[src/rtl/systolic_array.sv]
`default_nettype none
// ============================================================================
//  Module   : systolic_array
//  Function : Elastic serpentine pipeline of PEs, valid/ready in, valid/yumi out.
//  Revision : 1.0
// ============================================================================
module systolic_array #(
    parameter int width_p        = 8,
    parameter int array_width_p  = 8,
    parameter int array_height_p = 8
) (
    input  logic               clk_i,
    input  logic               reset_i,
    input  logic               en_i,
    input  logic               flush_i,
    output logic               ready_o,
    input  logic               valid_i,
    input  logic [width_p-1:0] data_i,
    output logic               valid_o,
    input  logic               yumi_i,
    output logic [width_p-1:0] data_o,
    output logic               busy_o,
    output logic               idle_o,
    output logic [7:0]         onehot_o
);

    localparam int num_macs_p = array_width_p * array_height_p;

    logic [num_macs_p-1:0] w_valid;
    logic [width_p-1:0]    w_data [num_macs_p];
    logic [num_macs_p-1:0] w_adv;
    logic                  w_accept;
    logic [7:0]            r_onehot;

    assign valid_o  = en_i & w_valid[num_macs_p-1];
    assign data_o   = w_data[num_macs_p-1];
    assign busy_o   = |w_valid;
    assign idle_o   = ~busy_o;
    assign onehot_o = r_onehot;

    // Advance chain resolves back-to-front in one cycle, so a full fabric still streams.
    assign w_adv[num_macs_p-1] = valid_o & yumi_i;
    generate
        for (genvar k = 0; k < num_macs_p - 1; k++) begin : g_adv
            assign w_adv[k] = w_valid[k] & (~w_valid[k+1] | w_adv[k+1]);
        end
    endgenerate

    assign ready_o  = reset_i & en_i & ~flush_i & (~w_valid[0] | w_adv[0]);
    assign w_accept = valid_i & ready_o;

    // Stage k sits in row k/array_width_p; odd rows run right-to-left, which is
    // purely a placement matter, so the logical chain is linear in k.
    generate
        for (genvar k = 0; k < num_macs_p; k++) begin : g_stage
            logic               r_v;
            logic [width_p-1:0] r_d;
            logic               w_load;
            logic [width_p-1:0] w_din;

            if (k == 0) begin : g_head
                assign w_load = w_accept;
                assign w_din  = data_i;
            end else begin : g_body
                assign w_load = w_adv[k-1];
                assign w_din  = w_data[k-1];
            end

            always_ff @(posedge clk_i or negedge reset_i) begin
                if (!reset_i) begin
                    r_v <= 1'b0;
                    r_d <= '0;
                end else if (en_i) begin
                    if (flush_i) begin
                        r_v <= 1'b0;
                    end else if (w_load) begin
                        r_v <= 1'b1;
                        r_d <= w_din;
                    end else if (w_adv[k]) begin
                        r_v <= 1'b0;
                    end
                end
            end

            assign w_valid[k] = r_v;
            assign w_data[k]  = r_d;
        end
    endgenerate

    always_ff @(posedge clk_i or negedge reset_i) begin
        if (!reset_i) begin
            r_onehot <= 8'h01;
        end else if (en_i) begin
            if (flush_i) begin
                r_onehot <= 8'h01;
            end else if (w_accept) begin
                r_onehot <= {r_onehot[6:0], r_onehot[7]};
            end
        end
    end

endmodule
`default_nettype wire

[config.mk]
export PLATFORM = sky130hd
export DESIGN_NAME = systolic_array
export DESIGN_NICKNAME = d
export VERILOG_FILES = /design/src/rtl/systolic_array.sv
export SDC_FILE = /design/constraint.sdc
export NUM_CORES = 1
export LEC_CHECK = 0
export CORE_AREA = 2 2 232 234
export CTS_CLUSTER_SIZE = 28
export DETAILED_ROUTE_END_ITERATION = 8
export DIE_AREA = 0 0 234 236
export MAX_ROUTING_LAYER = met4
export PLACE_DENSITY = 0.63
export SLEW_MARGIN = 20
export SYNTH_ARGS = -nofsm -noshare
export SYNTH_HDL_FRONTEND = slang
export SYNTH_SLANG_ARGS = --single-unit
[constraint.sdc]
create_clock -name clk_i -period 4.9 [get_ports clk_i]
set_input_delay 0.98 -clock clk_i [delete_from_list [all_inputs] [get_ports clk_i]]
set_output_delay 0.98 -clock clk_i [all_outputs]
set_load 0.05 [all_outputs]
==> flow_summary.toml <==
[detailed_routing]
viasPerCell = 5.44
ant_nets = 0
firstDrtPassIters = 7
vias = 12863
drtIter0Drc = 780
wl_per_cell_um = 17.6
drt-total-wl_um = 41700
drc_errors = 0

[worst_setup_path]
rr_worst_depth = 5
cp-end-kind = "primary output"
crit_arrival_ps = 3330
start_kind = "flop"
crit_fanout = 7
crit_type = "reg -> out"
worst_ep_required_time_ps = 3920

[finish]
utilization = 0.498
final_area_um2 = 26400
diodes = 0
synthToLayoutAreaGrowth_pct = 12.2
nets = 1635
drive_gt1_frac = 0.404

[die]
fp.dieW_um = 234
die_h_um = 236
rows = 85
start_util = 0.444
die-area_um2 = 55200
coreArea_um2 = 53100
io_pins = 34

[sta]
max_slew_margin = 0.310
worst_pin_slew_ps = 1030
setup-violations-final = 0
fin_crit_sh = 0.880
drv_slew = 0
tns_ps = 0
fin_crit_ps = 4310
finClkSkew_ps = 23.6
rsz0062_at_grt = "no"
fmax_mhz = 232
finalHoldViolCount = 0

[clock_network]
clk_pin_slew_worst_paths_ps = 60
clk-insertion-delay-late_ps = 610
holdBufCountCts = 0
cts_max_level = 2
cts_resized = 0
cts-root-buf = "clkbuf_16"
cts_sinks = 584
cts_tree = "done"
cts_setup_buffers = 0
numCtsBuffers = 59
cts_buffer_depth = 3

[place]
port_buffers = 33
dpl.hpwl_um = 27800
gp_congestion = 0.831
place_area_um2 = 24600

[synth]
synth_ff_type = "dfrtp_1"
synth.net_count = 1598
syn-cell-area_um2 = 23600
synth_edf_count = 0
ys_async_sr_fraction = 1.00
syn_avg_cell_area_um2 = 14.9
ys_seq_elements = 584
syn_inst = 1584
yosysUniqueCellTypes = 61
synth_warnings = 0
yosysSeqAreaShare = 0.620

[hold_path]
hp-class = "in -> async"

[grt]
grt_use_total = 0.162
first_global_vias = 13574
grt_start_max_net_pins = 168
grt-ovfl-total = 0
grt_pass1_wl_um = 71100
antenna_found_initial = 0

[outcome]
status = "completed"

[pwr]
p_leak_nw = 12.9
cellPowerDensity_nw_per_um2 = 357
ir_worst_vdd_uv = 306

[flow_run]
maxCapViolations = 0
[worst max-delay path, cell delays in order, from the launching register on]
cell,delay (ps)
dfrtp_1,460
nor4_1,530
nand4_1,180
or4_1,670
inv_1,90
clkdlybuf4s50_1,800
[power breakdown]
group / total (W) / switching (W) / internal, W
sequential: 0.00491 / 0.0000295 / 0.00488
combinational: 0.000251 / 0.000177 / 0.0000740
clock: 0.00428 / 0.00178 / 0.00250
[routing by layer]
metal  global-route usage  vias to the layer above  wire length, um
met4               0.0506                        0              919
met2                0.247                      197            19700
met3               0.0271                       72             1460
met5                    -                        -                0
li1                     -                     5892                -
met1                0.223                     6702            19600
[flip-flops by register name (all words and copies together) (netlist names)]
signal         count
onehot_o           8
g_stage.r_d      496
data_o             8
g_stage.w_din      8
g_stage.r_v       64
[cell type report]
cell class                      instances  area (um2)
Clock buffer                           96        1730
Multi-Input combinational cell        899        8500
Fill cell                            4470       26600
Clock inverter                         11         129
Timing Repair Buffer                   49         480
Tap cell                              696         871
Inverter                               28         105
Sequential cell                       584       14600
[final timing paths]
kind	startpoint	endpoint	slack, ps
min in group clk_i	g_stage[43].r_d[2]	g_stage[44].r_d[2]	490
min	reset_i	g_stage[40].r_d[7]	320
max	g_stage[55].r_v	idle_o	590
max reg2reg	g_stage[45].r_v	g_stage[3].r_d[7]	1840
min reg2reg	g_stage[43].r_d[2]	g_stage[44].r_d[2]	490
max in group asynchronous	reset_i	g_stage[55].r_v	3240
[cell families (layout without fill, tap and decap cells)]
family          Yosys count  in the layout  synth area share
compound gates          163            163            0.0593
simple gates            217            217            0.0535
flops                   584            584             0.620
mux                     519            519             0.248
buf+inv                 101            184            0.0192
[cell usage after synthesis, drive strengths merged, types with 2 or more instances]
| cell type | n | area [um2] |
|---|---|---|
| nor3 | 5 | 25.0 |
| o221ai | 5 | 43.8 |
| nand3b | 3 | 22.5 |
| a21o | 7 | 52.6 |
| or3 | 2 | 12.5 |
| and4 | 11 | 96.3 |
| and3 | 15 | 93.8 |
| mux2i | 7 | 70.1 |
| buf | 36 | 205 |
| inv | 27 | 101 |
| a22oi | 21 | 158 |
| nand4 | 26 | 190 |
| nor2 | 17 | 66.3 |
| nor4 | 28 | 269 |
| a31o | 8 | 70.1 |
| o2bb2ai | 23 | 201 |
| o311ai | 2 | 52.6 |
| clkbuf | 37 | 143 |
| mux2 | 512 | 5770 |
| o22ai | 7 | 43.8 |
| dfrtp | 583 | 14600 |
| nand3 | 24 | 133 |
| a21oi | 29 | 190 |
| o31ai | 5 | 65.1 |
| a32oi | 8 | 70.1 |
| and2 | 4 | 25.0 |
| nor2b | 2 | 12.5 |
| o211ai | 12 | 135 |
| o21ai | 14 | 73.8 |
| a41o | 2 | 20.0 |
| a31oi | 6 | 75.1 |
| nand2 | 77 | 292 |
| a22o | 6 | 52.6 |
[layout by cell type, fill, tap and decap left out, drive strengths merged, types with 8 or more instances in the layout]
cell type        n
inv             29
clkdlybuf4s50   29
clkbuf          96
o211ai          12
nor2            17
nand2           77
mux2           512
a32oi            8
a21oi           29
dfrtp          583
and3            15
a22oi           21
nand3           24
a31o             8
o2bb2ai         23
o21ai           14
nor4            28
and4            11
nand4           26
buf             20
[per-stage QoR]
stage	instances	setup WS [ps]	power, W	hold WS [ps]
6_report	2363	590	0.00944	324
5_1_grt	2363	431	0.00983	340
4_1_cts	2363	530	0.00960	309
3_5_place_dp	2256	1200	0.00526	487
3_3_place_gp	2256	1200	0.00525	483
2_1_floorplan	1584	838	0.00509	474
No activity file was read; power rests on OpenSTA's default activity.
